File: src/rtl/gru_fxp_pkg.sv
// Shared fixed-point types for the GRU datapath: Q8.8 signed words, guard-bit accumulator,
// accumulator FSM states and a sign-extension helper.
package gru_fxp_pkg;

  localparam int INT_WIDTH  = 8;
  localparam int FRAC_WIDTH = 8;
  localparam int WIDTH      = INT_WIDTH + FRAC_WIDTH + 1;
  localparam int GUARD_BITS = 8;
  localparam int ACC_WIDTH  = WIDTH + GUARD_BITS;

  typedef logic signed [WIDTH-1:0]     fxp_t;
  typedef logic signed [ACC_WIDTH-1:0] acc_t;

  typedef enum logic {
    ACCUM = 1'b0,
    HOLD  = 1'b1
  } acc_state_e;

  function automatic acc_t sext(input fxp_t x);
    return {{GUARD_BITS{x[WIDTH-1]}}, x};
  endfunction

endpackage

File: src/rtl/fxp_saturate.sv
// Narrows a guard-bit accumulator value to one fixed-point word and flags out-of-range sums.
// Build option GRU_ACC_SAT_EN: clamp to the word limits on overflow; otherwise wrap.
module fxp_saturate
  import gru_fxp_pkg::*;
(
  input  acc_t i_acc,
  output fxp_t o_data,
  output logic o_overflow
);

  localparam fxp_t FXP_MAX = {1'b0, {(WIDTH-1){1'b1}}};
  localparam fxp_t FXP_MIN = {1'b1, {(WIDTH-1){1'b0}}};

  // In range exactly when the guard bits all replicate the word's sign bit.
  logic [GUARD_BITS:0] w_hi;
  assign w_hi       = i_acc[ACC_WIDTH-1:WIDTH-1];
  assign o_overflow = ~((&w_hi) | (~|w_hi));

`ifdef GRU_ACC_SAT_EN
  always_comb begin
    o_data = i_acc[WIDTH-1:0];
    if (o_overflow) begin
      o_data = i_acc[ACC_WIDTH-1] ? FXP_MIN : FXP_MAX;
    end
  end
`else
  assign o_data = i_acc[WIDTH-1:0];
`endif

endmodule

File: src/rtl/gru_dot_accumulator.sv
// Sums one vector of signed products plus a bias and emits one WIDTH-bit dot product per vector.
// Overflow handling of out_data follows GRU_ACC_SAT_EN (clamp when defined, wrap otherwise).
module gru_dot_accumulator
  import gru_fxp_pkg::*;
#(
  parameter int MAX_TERMS = 64,
  parameter int CNT_W     = $clog2(MAX_TERMS + 1)
) (
  input  logic             clk,
  input  logic             rst,
  input  logic             in_valid,
  output logic             in_ready,
  input  fxp_t             in_data,
  input  logic             in_last,
  input  fxp_t             bias,
  output logic             out_valid,
  input  logic             out_ready,
  output fxp_t             out_data,
  output logic [CNT_W-1:0] out_count,
  output logic             out_overflow,
  output logic             out_cap,
  output acc_state_e       dbg_state
);

  if (MAX_TERMS > (2**GUARD_BITS) - 1) begin : g_bad_max_terms
    $error("MAX_TERMS exceeds what GUARD_BITS can sum without wrap");
  end

  acc_state_e       r_state;
  acc_state_e       w_next_state;
  acc_t             r_acc;
  logic [CNT_W-1:0] r_cnt;
  logic             r_out_valid;
  fxp_t             r_out_data;
  logic [CNT_W-1:0] r_out_count;
  logic             r_out_overflow;
  logic             r_out_cap;

  acc_t             w_sum;
  logic [CNT_W-1:0] w_cnt_inc;
  logic             w_accept;
  logic             w_close;
  logic             w_take;
  fxp_t             w_sat_data;
  logic             w_sat_ovf;

  // Handshake: a beat transfers on a rising edge where in_valid & in_ready; a result transfers
  // where out_valid & out_ready. Neither side's ready depends combinationally on its own valid.
  assign in_ready  = (r_state == ACCUM) & ~rst;
  assign w_accept  = in_valid & in_ready;
  assign w_cnt_inc = r_cnt + CNT_W'(1);
  assign w_sum     = (r_cnt == '0) ? (sext(bias) + sext(in_data)) : (r_acc + sext(in_data));
  assign w_close   = w_accept & (in_last | (w_cnt_inc == CNT_W'(MAX_TERMS)));
  assign w_take    = (r_state == HOLD) & r_out_valid & out_ready;

  fxp_saturate u_sat (
    .i_acc      (w_sum),
    .o_data     (w_sat_data),
    .o_overflow (w_sat_ovf)
  );

  always_comb begin
    w_next_state = r_state;
    case (r_state)
      ACCUM:   if (w_close) w_next_state = HOLD;
      HOLD:    if (w_take)  w_next_state = ACCUM;
      default: w_next_state = ACCUM;
    endcase
  end

  always_ff @(posedge clk) begin
    if (rst) begin
      r_state <= ACCUM;
    end else begin
      r_state <= w_next_state;
    end
  end

  always_ff @(posedge clk) begin
    if (rst) begin
      r_acc          <= '0;
      r_cnt          <= '0;
      r_out_valid    <= 1'b0;
      r_out_data     <= '0;
      r_out_count    <= '0;
      r_out_overflow <= 1'b0;
      r_out_cap      <= 1'b0;
    end else if (w_accept) begin
      r_acc <= w_sum;
      r_cnt <= w_cnt_inc;
      if (w_close) begin
        r_out_valid    <= 1'b1;
        r_out_data     <= w_sat_data;
        r_out_count    <= w_cnt_inc;
        r_out_overflow <= w_sat_ovf;
        r_out_cap      <= ~in_last;
      end
    end else if (w_take) begin
      r_out_valid <= 1'b0;
      r_acc       <= '0;
      r_cnt       <= '0;
    end
  end

  assign out_valid    = r_out_valid;
  assign out_data     = r_out_data;
  assign out_count    = r_out_count;
  assign out_overflow = r_out_overflow;
  assign out_cap      = r_out_cap;
  assign dbg_state    = r_state;

endmodule
File: config.mk
export PLATFORM = sky130hd
export DESIGN_NAME = gru_dot_accumulator
export DESIGN_NICKNAME = d
export VERILOG_FILES = /design/src/rtl/gru_fxp_pkg.sv /design/src/rtl/fxp_saturate.sv /design/src/rtl/gru_dot_accumulator.sv
export SDC_FILE = /design/constraint.sdc
export NUM_CORES = 1
export LEC_CHECK = 0
export CAP_MARGIN = 20
export CELL_PAD_IN_SITES_DETAIL_PLACEMENT = 1
export CELL_PAD_IN_SITES_GLOBAL_PLACEMENT = 1
export CORE_MARGIN = 2
export CORE_UTILIZATION = 44
export DETAILED_ROUTE_END_ITERATION = 16
export GPL_ROUTABILITY_DRIVEN = 0
export GPL_TIMING_DRIVEN = 0
export PLACE_DENSITY_LB_ADDON = 0.1
export SYNTH_ARGS = -nofsm -noshare
export SYNTH_HDL_FRONTEND = slang
export SYNTH_SLANG_ARGS = --single-unit
export TNS_END_PERCENT = 30
File: constraint.sdc
create_clock -name clk -period 7.9 [get_ports clk]
set_input_delay 0.79 -clock clk [delete_from_list [all_inputs] [get_ports clk]]
set_output_delay 0.79 -clock clk [all_outputs]
set_load 0.01 [all_outputs]
# Yosys cells after proc, flatten, opt, wreduce, memory -nomap -nowiden
# Cells that the tools add are included.
# word_totals
output_inout_bits	29
word_cells	42
in_bits	39
reg_bits	60
# classes
n_mux	11
n_addsub	3
bitwise_logic	11
n_eq_ne	2
reduce_logical	7
# ops
cell	count
two-way mux 25 bit	3
adder 25 x 17 -> 25 bit	1
adder 17 x 17 -> 18 bit	1
two-way mux 7 bit	2
AND reduction 9 bit	1
OR reduction 9 bit	1
adder 7 x 1 -> 7 bit (second input constant)	1
== test 7 bit (second input constant)	1
zero test 7 bit	1
bitwise AND 1 bit	5
two-way mux 1 bit	5
inverter 1 bit	4
AND reduction 2 bit	2
!= test 2 x 1 -> 1 bit (second input constant)	1
bitwise OR 1 bit	2
case mux 1 bit (2 select lines)	1
nonzero test 2 bit	1
zero test 1 bit	1

# Longest topological paths before layout
# Gate-level depths: netlist (run 1).
# logic_depth
depth_word	6
ltp_mapped	13
depth_no_buf	13

# Hierarchy
# Synthesis (run 1) repeated with hierarchy kept, for this count alone.
# unflattened
hier_cells	557
hier_area_um2	4623.2
# modules_own_cells
mod	area_per_inst_um2	seq_area_each_um2	n_inst	cells_each
gru_dot_accumulator	4448.0	1201.2	1	532
fxp_saturate	175.2	0.0	1	25

# Worst setup path after synthesis (run 1)
# Ideal clock, no wire load.
# synth_path
path_type	input -> register
from	in in_data[0]
to	reg r_out_overflow (netlist: out_overflow)
required_time_ps	7771
path_slack_ps	4734
setup_time_ps	129
t_arrival_ps	3037
n_path_buf	0
stages	13
cell_sequence	ha_1 -> inv_1 -> fa_1 -> nand2b_1 -> a21oi_1 -> o211ai_1 -> a31oi_1 -> a31oi_1 -> xnor2_1 -> mux2i_1 -> or3_1 -> o41ai_1 -> a21oi_1
# synth_via
elab_chain_len	6
word_cells_on_any_way	8
cone_classes	add/sub (2); mux (1); bitwise (2); reduce/logical (3)
# synth_rtl
element	line	text
start: declaration	gru_dot_accumulator.sv:13	input fxp_t in_data,
adder 25 x 17 -> 25 bit / adder 17 x 17 -> 18 bit (equally long branches)	gru_dot_accumulator.sv:52	assign w_sum = (r_cnt == '0) ? (sext(bias) + sext(in_data)) : (r_acc + sext(in_data));
two-way mux 25 bit *	gru_dot_accumulator.sv:52	
OR reduction 9 bit	fxp_saturate.sv:17	assign o_overflow = ~((&w_hi) | (~|w_hi));
zero test 1 bit	fxp_saturate.sv:17	
bitwise OR 1 bit *	fxp_saturate.sv:17	
inverter 1 bit *	fxp_saturate.sv:17	
end signal: assignment	gru_dot_accumulator.sv:95	r_out_overflow <= w_sat_ovf;
end: declaration	gru_dot_accumulator.sv:36	logic r_out_overflow;
# Mark *: on every way between the ends. The rest lies on a longest branch, timed or not.
# A chain may end at the register's enable or synchronous reset.

# Final worst setup path (run 1)
# layout_path
from	in in_data[16]
to	reg r_out_overflow (netlist: out_overflow)
# The elaborated chain is that of the path after synthesis.

==> reports/qor.txt, run 1 <==
share of cells above drive strength 1 - 0.05660
unrepaired setup endpoints after global routing - false
Synth top area share - 0.2586
Final period util - 0.5140
Num CTS Buffers - 9
HPWL after detailed placement - 12530 um
async set or reset register ratio after synthesis - 0
H-tree levels - 3
worst reg2reg endpoint - out_overflow
number of synthesized flops with an enable pin - 0
crit path DAT - 4270 ps
cts repair resizes - 0
critical path depth - 11
pre-CTS setup slack - 3524 ps
Gate power share - 0.401
post-CTS setup repair buffer count - 0
Critical path origin - in_data[16]
Area contributors post-synth - dfxtp_1 26%, ha_1 12%, nor2_1 7.8%, a21oi_1 6.0%, nand2_1 5.1%
synth warn - 0
die height - 106.8 um
Area Overhead vs Synth - 22.54%
sw power - 0.0004182 W
power per cell area - 188.0 nW/um2
clk slew on worst S/H paths - 80 ps
worst-path cell chain - clkdlybuf4s50_1, ha_1, a21oi_1, o21ai_0, or3b_2, a41oi_1, xnor2_1, nor2_1, or3_1, o41ai_1, a21oi_1
Post-DP Area - 5487 um2
Initial DRT Pass Iterations - 5
register area share after synthesis - 0.2586
Leak - 2.235 nW
HP Class - register to register
switching fraction of total power - 0.3908
via count - 4878
top cell type by total area after synthesis - dfxtp_1
reg2reg setup slack - 4540 ps
cell family with most CP delay - compound AO/OA/AOI/OAI gates
ys flop type - dfxtp_1
largest net degree at the start of global routing - 14
Clk Latency, worst-skew pair - 350 ps
Root Driver - clkbuf_8
Buf+Inv Stages, Crit Path - 1
CTS tree - yes
fin crit period - 4060 ps
clk sinks - 60
# hold bufs at CTS - 0
library cells used by synthesis - 65
Antenna Cells - 0
Int Power - 0.0006520 W
final wirelength - 15840 um
row count - 37
Starting Density - 0.4520
CTS max path bufs - 2
vias in the first global route - 5097
fin worst setup slack - 3840 ps
Vias/cell - 5.913
sequential share of power - 0.323
Worst setup endpoint - out_overflow
Seq cells post-synth - 60
Avg WL per Cell - 19.20 um
IO Pins - 68
nets - 768
Final Util - 0.5539
FMAX - 0.2463 GHz
clock network fraction of total power - 0.276
CP most frequent cell - a21oi_1
Max-slew headroom - 0.3847
top cells by count, synth - 97 x nor2_1, 63 x nand2_1, 60 x dfxtp_1
fillers - 1319
Iter 0 DRT Violations - 269
Core Footprint - 10280 um2
Post-route DRC - 0
Final TNS setup - 0 ps
count leader, synth - nor2_1
Die ar. - 11400 um2
global-route wire length before repair - 25500 um
fin area - 5693 um2
CP startpoint kind - primary input
worst r2r path cells - 12
CP Class - primary input to register
slowest stage delay, CP - 680 ps
total global-route track usage - 0.2840
R2R Path Start - r_acc[12]
Slew @ Worst Pin - 918.6 ps
synthesized area per cell - 7.666 um2
Syn Std Cell Area - 4646 um2
Req. time, crit path - 8110 ps
number of port buffers - 67
Max Slew Vio Count - 0
initial antenna violation count - 0
post-route ant nets - 0
Syn Nets - 690
Setup Skew - 7.169 ps
grt total ovfl - 0
CP Capture Type - register
Overall Power - 0.001070 W
synthesized instance count - 606
Die Wd - 106.8 um
Worst path slowest cell - clkdlybuf4s50_1
outcome - complete, no violations
Max VDD drop - 0.09496 mV
Final Hold Viols - 0
Final setup viols - 0
worst-path fanout max - 10
number of max-cap violations - 0
## cells in the final DEF, fill, tap and decap left out, types with 5 or more instances in the layout
cell type | netlist | final
a211oi_1 | 17 | 17
xnor2_1 | 27 | 27
nand3_1 | 10 | 10
a22o_1 | 6 | 6
o211ai_1 | 5 | 5
nor3_1 | 13 | 13
a22oi_1 | 7 | 7
o21a_1 | 6 | 6
nand2b_1 | 9 | 9
xor2_1 | 9 | 9
ha_1 | 43 | 43
dfxtp_1 | 60 | 60
mux2i_1 | 7 | 7
inv_1 | 13 | 13
clkdlybuf4s50_1 | 0 | 67
nand2_1 | 63 | 63
a21o_1 | 9 | 9
and3_1 | 7 | 7
o21ai_0 | 36 | 36
nor2_1 | 97 | 97
clkbuf_8 | 5 | 14
clkbuf_1 | 17 | 17
nand4_1 | 11 | 11
a21oi_1 | 56 | 56
a31oi_1 | 9 | 9
## registers in the layout, indices dropped and copies added, names as in the netlist
signal        cells
out_count         7
out_valid         1
out_overflow      1
r_acc            25
out_data         17
out_cap           1
dbg_state         1
r_cnt             7
## routing by layer
metal  routed length (um)  track usage  vias up
li1                     -            -     2349
met1                 6834       0.3446     2359
met4                  514       0.1048        0
met2                 7931       0.4968      126
met3                  559      0.05532       44
met5                    0            0        -
## worst min path at each step
stage / startpoint / endpoint / slack (ps) / cells past startpoint
global route: out_data[13] / out_data[13] / 490 / 2
finish: out_data[13] / out_data[13] / 460 / 2
floorplan: r_acc[0] / r_acc[0] / 430 / 2
detailed placement: out_data[13] / out_data[13] / 450 / 2
global placement: out_data[1] / out_data[1] / 450 / 2
CTS: out_data[13] / out_data[13] / 460 / 2
## worst reg2reg max path: stages, from the launching register on
cell,delay (ps)
dfxtp_1,380
ha_1,240
clkbuf_1,190
a21oi_1,310
nand2_1,90
a221oi_1,430
nand2_1,170
a31oi_1,240
xnor2_1,160
mux2i_1,270
or3_1,430
o41ai_1,250
a21oi_1,60
## power groups by stage
| stage | logic, W | registers, W | clock network (W) |
|---|---|---|---|
| floorplan | 0.000287 | 0.000347 | 0 |
| finish | 0.000429 | 0.000346 | 0.000296 |
| detailed placement | 0.000422 | 0.000352 | 0 |
| global placement | 0.000405 | 0.000351 | 0 |
| global route | 0.000470 | 0.000348 | 0.000314 |
| CTS | 0.000425 | 0.000346 | 0.000297 |
## layout make-up
cell class                 instances  area, um2  share of cell area
multi-input combinational        508       3251              0.5710
sequential                        60       1201              0.2110
timing repair buffer              67      670.6              0.1178
tap                              136      170.2             0.02989
buffer                            25      145.1             0.02549
clock buffer                       9      123.9             0.02176
clock inverter                     7      82.58             0.01451
inverter                          13      48.80            0.008571
## cells by family after synthesis
family          Yosys count  synth area share
fa+ha+maj                45            0.1244
simple gates            239            0.2362
buf+inv                  38           0.04175
mux                       7           0.01508
xor+xnor                 36           0.06787
flops                    60            0.2586
compound gates          181            0.2561
## stage by stage
step                instances  hold WS (ps)
floorplan                 606         429.1
global placement          809         446.9
detailed placement        809         450.3
CTS                       825         461.2
global route              825         493.4
finish                    825         458.4
Power figures use the tool's default switching activity.
==> run 2, diff against run 1 <==
CORE_UTILIZATION = 41   (was 44)
clock period = 3.9 ns   (was 7.9 ns; I/O delays follow)
==> run 2 against run 1 <==
Net effect: utilization decreased by 2.4 points; via count grew 0.64%; wire length rose by 3.1%; register-to-register slack lost 4000 ps; critical endpoint unchanged; highest routed layer unchanged.
==> reports/qor.txt, run 2 (synthesized netlist as in run 1, its figures left out) <==
outcome - complete, no violations (unchanged)
# hold bufs at CTS - 0 (unchanged)
Most flops, register - r_acc (unchanged)
clk sinks - 60 (unchanged)
HPWL after detailed placement - 12630 um (was 12530 um)
Setup Skew - 8.924 ps (was 7.169 ps)
Slew @ Worst Pin - 924.9 ps (was 918.6 ps)
Leak - 2.287 nW (was 2.235 nW)
post-route ant nets - 0 (unchanged)
die height - 110.4 um (was 106.8 um)
Req. time, crit path - 4090 ps (was 8110 ps)
number of port buffers - 67 (unchanged)
CP Class - primary input to register (unchanged)
Final Util - 0.5303 (was 0.5539)
Largest register FFs - 25 (unchanged)
fin crit period - 3591 ps
crit path DAT - 3780 ps (was 4270 ps)
largest net degree at the start of global routing - 13 (was 14)
Initial DRT Pass Iterations - 4 (was 5)
Post-Place Cells - 813 (was 809)
Core Footprint - 10940 um2 (was 10280 um2)
global-route wire length before repair - 26360 um (was 25500 um)
Avg WL per Cell - 19.70 um (was 19.20 um)
Iter 0 DRT Violations - 214 (was 269)
Num CTS Buffers - 9 (unchanged)
power per cell area - 410.2 nW/um2 (was 188.0 nW/um2)
initial antenna violation count - 0 (unchanged)
CTS tree - yes (unchanged)
Vias/cell - 5.922 (was 5.913)
CP startpoint kind - primary input (unchanged)
Starting Density - 0.4248 (was 0.4520)
clk slew on worst S/H paths - 60 ps (was 80 ps)
row count - 38 (was 37)
Die ar. - 12200 um2 (was 11400 um2)
nets - 768 (unchanged)
IO Pins - 68 (unchanged)
total global-route track usage - 0.2658 (was 0.2840)
Die Wd - 110.4 um (was 106.8 um)
Final setup viols - 0 (unchanged)
Post-route DRC - 0 (unchanged)
Clk Latency, worst-skew pair - 330 ps (was 350 ps)
H-tree levels - 3 (unchanged)
Cell Count, Final, Fillers Out - 829 (was 825)
Area Overhead vs Synth - 24.83% (was 22.54%)
vias in the first global route - 5180 (was 5097)
commonest non-fill, non-tap cell in the layout - nor2_1 (unchanged)
number of max-cap violations - 0 (unchanged)
Final period util - 0.9209
share of cells above drive strength 1 - 0.05806 (was 0.05660)
Overall Power - 0.002379 W (was 0.001070 W)
FMAX - 0.2784 GHz
Fin Hold WS - 451.4 ps (was 458.4 ps)
CP Capture Type - register (unchanged)
via count - 4909 (was 4878)
Antenna Cells - 0 (unchanged)
Root Driver - clkbuf_16 (was clkbuf_8)
Final Hold Viols - 0 (unchanged)
HP Class - register to register (unchanged)
worst-path fanout max - 3 (was 10)
CTS max path bufs - 2 (unchanged)
grt total ovfl - 0 (unchanged)
final wirelength - 16340 um (was 15840 um)
Max Slew Vio Count - 0 (unchanged)
unrepaired setup endpoints after global routing - false (unchanged)
Max VDD drop - 0.1980 mV (was 0.09496 mV)
Max-slew headroom - 0.3805 (was 0.3847)
most frequent cells in the layout - 97 x nor2_1, 66 x clkdlybuf4s50_1, 63 x nand2_1 (was 97 x nor2_1, 67 x clkdlybuf4s50_1, 63 x nand2_1)
==> run 2: cell count changes in the layout (fill, tap and decap cells not counted), sizes merged <==
cell           delta
clkdlybuf4s50     -1
clkinv            +3
inv               -3
dlymetal6s2s      +1
==> run 2: routing by layer <==
metal / routed length [um] / GRT usage
met4: 518 / 0.1075
met5: 0 / 0
met1: 7012 / 0.3174
met2: 8160 / 0.4712
met3: 643 / 0.04555
==> run 2: final timing paths <==
kind	from	endpoint	slack, ps	cells past startpoint
max	in_data[0]	out_overflow	310	14
min	out_data[13]	out_data[13]	450	2
max reg2reg	dbg_state	r_cnt[0]	530	8
min reg2reg	out_data[13]	out_data[13]	450	2
==> run 2: through the flow <==
stage | cell area (um2) | setup TNS (ps) | setup WS [ps]
after floorplan | 4646 | 0 | 1134
after global placement | 5492 | -95.44 | -95.44
after detailed placement | 5492 | -161.8 | -161.8
after CTS | 5793 | 0 | 170.9
after global routing | 5799 | 0 | 124.6
final | 5799 | 0 | 308.6
==> run 2: worst max-delay path, stage by stage <==
cell and delay [ps]:
clkdlybuf4s50_1 510, ha_1 230, inv_1 80, fa_1 410, nand2b_1 190, a21oi_1 330
o2111ai_1 350, nand4_1 180, a41oi_1 170, xnor2_1 210, nor2_1 80, or3_1 310
o41ai_1 270, a21oi_1 70
==> run 2: cell type report <==
cell class | count | area, um2
clock buffer | 9 | 225.2
fill | 1388 | 5136
sequential | 60 | 1201
buffer | 25 | 145.1
inverter | 13 | 48.80
timing repair buffer | 67 | 673.1
tap | 140 | 175.2
multi-input combinational | 508 | 3254
clock inverter | 7 | 76.32
==> run 2: report_power, final <==
part           leakage [nW]  internal (W)  switching, W
combinational          1.65      0.000355      0.000515
clock                 0.142      0.000498      0.000314
sequential            0.490      0.000662     0.0000356
==> run 2: what timing repair did <==
action,in CTS,in global routing
endpoints found under the setup margin,0,1
buffers inserted,0,0
gates resized for setup,0,2
==> run 3, diff against run 2 <==
RECOVER_POWER = 100   (was not set)
==> run 3 against run 2 <==
Net effect: clock skew barely moved; setup slack got worse by 25 ps; total power fell by 0.32%; hold slack got worse by 1.9 ps; register-to-register slack got worse by 20 ps; via count rose by 0.41%; sequential cell count did not move; largest power group unchanged.
==> reports/qor.txt, run 3 (synthesized netlist as in run 1, its figures left out) <==
outcome - complete, no violations (unchanged)
Final Hold Viols - 0 (unchanged)
FMAX - 0.2765 GHz (was 0.2784 GHz)
Slew @ Worst Pin - 921.5 ps (was 924.9 ps)
worst-path fanout max - 3 (unchanged)
Final TNS setup - 0 ps (unchanged)
share of cells above drive strength 1 - 0.05806 (unchanged)
number of max-cap violations - 0 (unchanged)
Vias/cell - 5.946 (was 5.922)
cell family with most CP delay - compound AO/OA/AOI/OAI gates (unchanged)
Worst path slowest cell - clkdlybuf4s50_1 (unchanged)
initial antenna violation count - 0 (unchanged)
nets - 768 (unchanged)
global-route wire length before repair - 26360 um (unchanged)
vias in the first global route - 5180 (unchanged)
die height - 110.4 um (unchanged)
post-route ant nets - 0 (unchanged)
Most flops, register - r_acc (unchanged)
Max VDD drop - 0.1983 mV (was 0.1980 mV)
# hold bufs at CTS - 0 (unchanged)
Post-route DRC - 0 (unchanged)
final wirelength - 16330 um (was 16340 um)
Fin Hold WS - 449.6 ps (was 451.4 ps)
via count - 4929 (was 4909)
largest net degree at the start of global routing - 13 (unchanged)
row count - 38 (unchanged)
clk sinks - 60 (unchanged)
most frequent cells in the layout - 97 x nor2_1, 63 x nand2_1, 60 x dfxtp_1 (was 97 x nor2_1, 66 x clkdlybuf4s50_1, 63 x nand2_1)
Core Footprint - 10940 um2 (unchanged)
Cell Count, Final, Fillers Out - 829 (unchanged)
total global-route track usage - 0.2658 (unchanged)
Antenna Cells - 0 (unchanged)
CP startpoint kind - primary input (unchanged)
Avg WL per Cell - 19.70 um (about the same)
CTS tree - yes (unchanged)
Leak - 2.373 nW (was 2.287 nW)
Final Util - 0.5303 (unchanged)
Max Slew Vio Count - 0 (unchanged)
commonest non-fill, non-tap cell in the layout - nor2_1 (unchanged)
H-tree levels - 3 (unchanged)
clk slew on worst S/H paths - 60 ps (about the same)
number of port buffers - 67 (unchanged)
Iter 0 DRT Violations - 215 (was 214)
Buf+Inv Stages, Crit Path - 2 (unchanged)
Starting Density - 0.4248 (unchanged)
Num CTS Buffers - 9 (unchanged)
fin crit period - 3616 ps (was 3591 ps)
worst-path cell chain - clkdlybuf4s50_1, ha_1, inv_1, fa_1, nand2b_1, a21oi_1, o2111ai_1, nand4_1, a41oi_1, xnor2_1, nor2_1, or3_1, o41ai_1, a21oi_1 (unchanged)
Die ar. - 12200 um2 (unchanged)
Post-Place Cells - 813 (unchanged)
Setup Skew - 9.155 ps (was 8.924 ps)
CP most frequent cell - a21oi_1 (unchanged)
Area Overhead vs Synth - 24.83% (unchanged)
CTS max path bufs - 2 (unchanged)
CP Class - primary input to register (unchanged)
Final period util - 0.9273 (was 0.9209)
Largest register FFs - 25 (unchanged)
Root Driver - clkbuf_16 (unchanged)
grt total ovfl - 0 (unchanged)
Initial DRT Pass Iterations - 4 (unchanged)
CP Capture Type - register (unchanged)
Clk Latency, worst-skew pair - 330 ps (about the same)
Max-slew headroom - 0.3828 (was 0.3805)
power per cell area - 408.8 nW/um2 (was 410.2 nW/um2)
crit path DAT - 3810 ps (was 3780 ps)
Die Wd - 110.4 um (unchanged)
Final setup viols - 0 (unchanged)
IO Pins - 68 (unchanged)
Req. time, crit path - 4090 ps (about the same)
unrepaired setup endpoints after global routing - false (unchanged)
slowest stage delay, CP - 510 ps (about the same)
HPWL after detailed placement - 12630 um (unchanged)
HP Class - register to register (unchanged)
[run 3: final cells by class]
cell class	count	area (um2)
tap	140	175.2
clock buffer	9	225.2
multi-input combinational	508	3254
inverter	13	48.80
clock inverter	7	76.32
sequential	60	1201
fill	1388	5136
timing repair buffer	67	673.1
buffer	25	145.1
[run 3: path summary, 6_finish.rpt]
path           startpoint            to  slack, ps  depth (start not counted)
max            in_data[0]  out_overflow        280                         14
min          out_data[13]  out_data[13]        450                          2
max reg2reg     dbg_state      r_cnt[0]        510                          8
min reg2reg  out_data[13]  out_data[13]        450                          2
[run 3: what timing repair did]
action                     CTS  global route
gates resized for setup      0             2
setup buffers                0             0
setup endpoints to repair    0             1
[run 3: layer usage]
layer,GRT usage,up-vias,routed length (um)
met5,0,-,0
met4,0.1075,0,541
met3,0.04555,38,650
met2,0.4712,120,8120
met1,0.3174,2415,7017
li1,-,2356,-
[run 3: where the power goes]
group / leakage, nW / internal, W / switching [W]
clock: 0.142 / 0.000498 / 0.000312
combinational: 1.74 / 0.000349 / 0.000516
sequential: 0.490 / 0.000662 / 0.0000349
total: 2.37 / 0.00151 / 0.000863
[run 3: stage by stage]
stage / cell area (um2) / power, W / worst slack [ps]
2_1_floorplan: 4646 / 0.001285 / 1134
3_3_place_gp: 5492 / 0.001531 / -95.44
3_5_place_dp: 5492 / 0.001565 / -161.8
4_1_cts: 5793 / 0.002373 / 170.9
5_1_grt: 5799 / 0.002492 / 108.2
6_report: 5799 / 0.002371 / 283.6
[run 3: worst min-delay path: stages, from the launching register on]
cell and delay (ps):
dfxtp_1 300, nand2_1 50, a21oi_1 50
==> variant, RTL diff (config.mk and constraints of run 1) <==
Add a define of `GRU_ACC_SAT_EN`.
--- a/src/rtl/fxp_saturate.sv
+++ b/src/rtl/fxp_saturate.sv
@@ -1,5 +1,7 @@
 // Narrows a guard-bit accumulator value to one fixed-point word and flags out-of-range sums.
 // Build option GRU_ACC_SAT_EN: clamp to the word limits on overflow; otherwise wrap.
+`define GRU_ACC_SAT_EN
+
 module fxp_saturate
   import gru_fxp_pkg::*;
 (
Formal check against the unedited RTL: not equivalent (a bounded check fails within 4 cycles, from zero or initial values and one cycle with rst high).
==> variant against run 1 <==
Final area rose by 4.1%. Clock power fell by 19%. Worst hold slack improved by 1.8 ps. Final cell count rose by 3.9%. Synthesized area rose by 6.1%. Global-route usage rose by 1.5 points. Power fell by 0.11%. Wire length rose by 12%. Critical path type unchanged. Critical path depth rose by 2. Highest routed layer unchanged. Sequential cell count did not move. Setup slack got worse by 790 ps. Core utilization fell by 0.97 points. Critical endpoint is now out_data[10]$_SDFFE_PP0P_.
==> variant: results (changes against run 1) <==
run_status:
  run_status: "complete, no violations"  # unchanged
power:
  power_switching_mw: 0.425  # was 0.418 mW
  vdd_ir_drop_max_mv: 0.0935  # was 0.0950 mV
  power.leakage_nw: 2.39  # was 2.23 nW
logic_synthesis:
  seq_total_area_yosys_pct: 24.4  # was 25.9%
  synth_xor_area_share_pct: 6.22  # was 6.79%
  synth.cells.most_frequent: "sky130_fd_sc_hd__nor2_1, sky130_fd_sc_hd__nand2_1, sky130_fd_sc_hd__dfxtp_1, sky130_fd_sc_hd__a21oi_1, sky130_fd_sc_hd__o21ai_0"  # was sky130_fd_sc_hd__nor2_1, sky130_fd_sc_hd__nand2_1, sky130_fd_sc_hd__dfxtp_1, sky130_fd_sc_hd__a21oi_1, sky130_fd_sc_hd__ha_1
  synth.lib_cells_used.distinct: 64  # was 65
  muxShareOfSynthArea_pct: 1.85  # was 1.51%
  netlist_top_cells_area: "sky130_fd_sc_hd__dfxtp_1, sky130_fd_sc_hd__ha_1, sky130_fd_sc_hd__a21oi_1, sky130_fd_sc_hd__nor2_1, sky130_fd_sc_hd__o21ai_0"  # was sky130_fd_sc_hd__dfxtp_1, sky130_fd_sc_hd__ha_1, sky130_fd_sc_hd__nor2_1, sky130_fd_sc_hd__a21oi_1, sky130_fd_sc_hd__nand2_1
  post_synth_adder_cell_area_pct: 11.7  # was 12.4%
routing:
  drtIter0Drc: 339  # was 269
  routed_via_density: 6.16  # was 5.91
  drt_wl_total_mm: 17.7  # was 15.8 mm
finish:
  drive_gt1_share_pct: 5.02  # was 5.66%
  fillers: 1377  # was 1319
  final_net_count: 796  # was 768
critical_path:
  crit_path_top_delay_cell: "sky130_fd_sc_hd__nor4_1"  # was sky130_fd_sc_hd__clkdlybuf4s50_1
  critPathLaunch: "in_data[11]"  # was in_data[16]
  critical_path.max_stage_delay_ps: 730  # was 680 ps
  setup.reg_to_reg.worst_slack_ps: 3690  # was 4540 ps
  timing.critical_path.arrival_ps: 5040  # was 4270 ps
  cp-endpoint: "out_data[10]$_SDFFE_PP0P_"  # was out_overflow$_SDFFE_PP0P_
  r2r_start: "r_acc[11]$_SDFFE_PP0P_"  # was r_acc[12]$_SDFFE_PP0P_
global_routing:
  grt.total_usage_pct: 29.9  # was 28.4%
  grt_first_pass_wirelength_mm: 27.8  # was 25.5 mm
  grt_start_max_net_pins: 12  # was 14
sta:
  max-slew-margin-rel_pct: 30.4  # was 38.5%
  final_skew_ps: 10.0  # was 7.17 ps
worst_hold_path:
  worst_hold_start: "r_acc[23]$_SDFFE_PP0P_"  # was out_data[13]$_SDFFE_PP0P_
  holdPathEnd: "r_acc[23]$_SDFFE_PP0P_"  # was out_data[13]$_SDFFE_PP0P_
placement:
  io_buffer_count: 66  # was 67
  place.detailed.hpwl_mm: 13.7  # was 12.5 mm
  placed_area_um2: 5760  # was 5490 um2
clocking:
  clock_input_transition_at_the_sequential_cells_of_the_worst_setup_and_hold_paths_ps: 60  # was 80 ps
## variant: power by group through the flow
stage / Sequential (mW) / Combinational, mW / Clock, mW
after CTS: 0.363 / 0.460 / 0.242
after floorplan: 0.367 / 0.289 / 0
after global routing: 0.365 / 0.509 / 0.255
after global placement: 0.367 / 0.439 / 0
after detailed placement: 0.369 / 0.456 / 0
final: 0.363 / 0.466 / 0.240
## variant: metal layers
metal  part of all wire [%]  vias up  GRT usage [%]
li1                       -     2509              -
met1                     47     2588           40.3
met2                     47      151           50.4
met3                    4.2       30           3.02
met4                    1.9        0           8.86
met5                      0        -              0
## variant: metrics by stage
stage               util, %  total power, mW  setup slack [ps]  hold WS [ps]  std cells
floorplan                 -            0.656              3960           420        635
global placement       52.9            0.806              2870           435        841
detailed placement     52.9            0.824              2780           435        841
CTS                    54.4             1.07              3130           458        857
global route           54.4             1.13              2760           475        857
finish                 54.4             1.07              3050           460        857
## variant: cells by family after synthesis
kind of cell,after synthesis
DFF,60
adders and majority gates,45
xor gates and xnor gates,35
muxes,9
buffers and inverters,50
AOI/OAI and AO/OA,221
and+or+nand+nor,215
## variant: layout make-up
type                       instances  share of cell area [%]
clock inverter                     2                   0.169
inverter                          17                    1.08
multi-input combinational        525                    59.4
clock buffer                      14                    2.58
tap                              140                    2.96
buffer                            33                    2.43
timing repair buffer              66                    11.1
sequential                        60                    20.3
## variant: worst max-delay path: cells and delay by family
family                   cells  cell delay [ps]
multiplexers                 1              350
AO/OA/AOI/OAI                4              990
buffers and inverters        3             1000
AND/OR/NAND/NOR              4             1590
adder cells (fa/ha/maj)      1              320
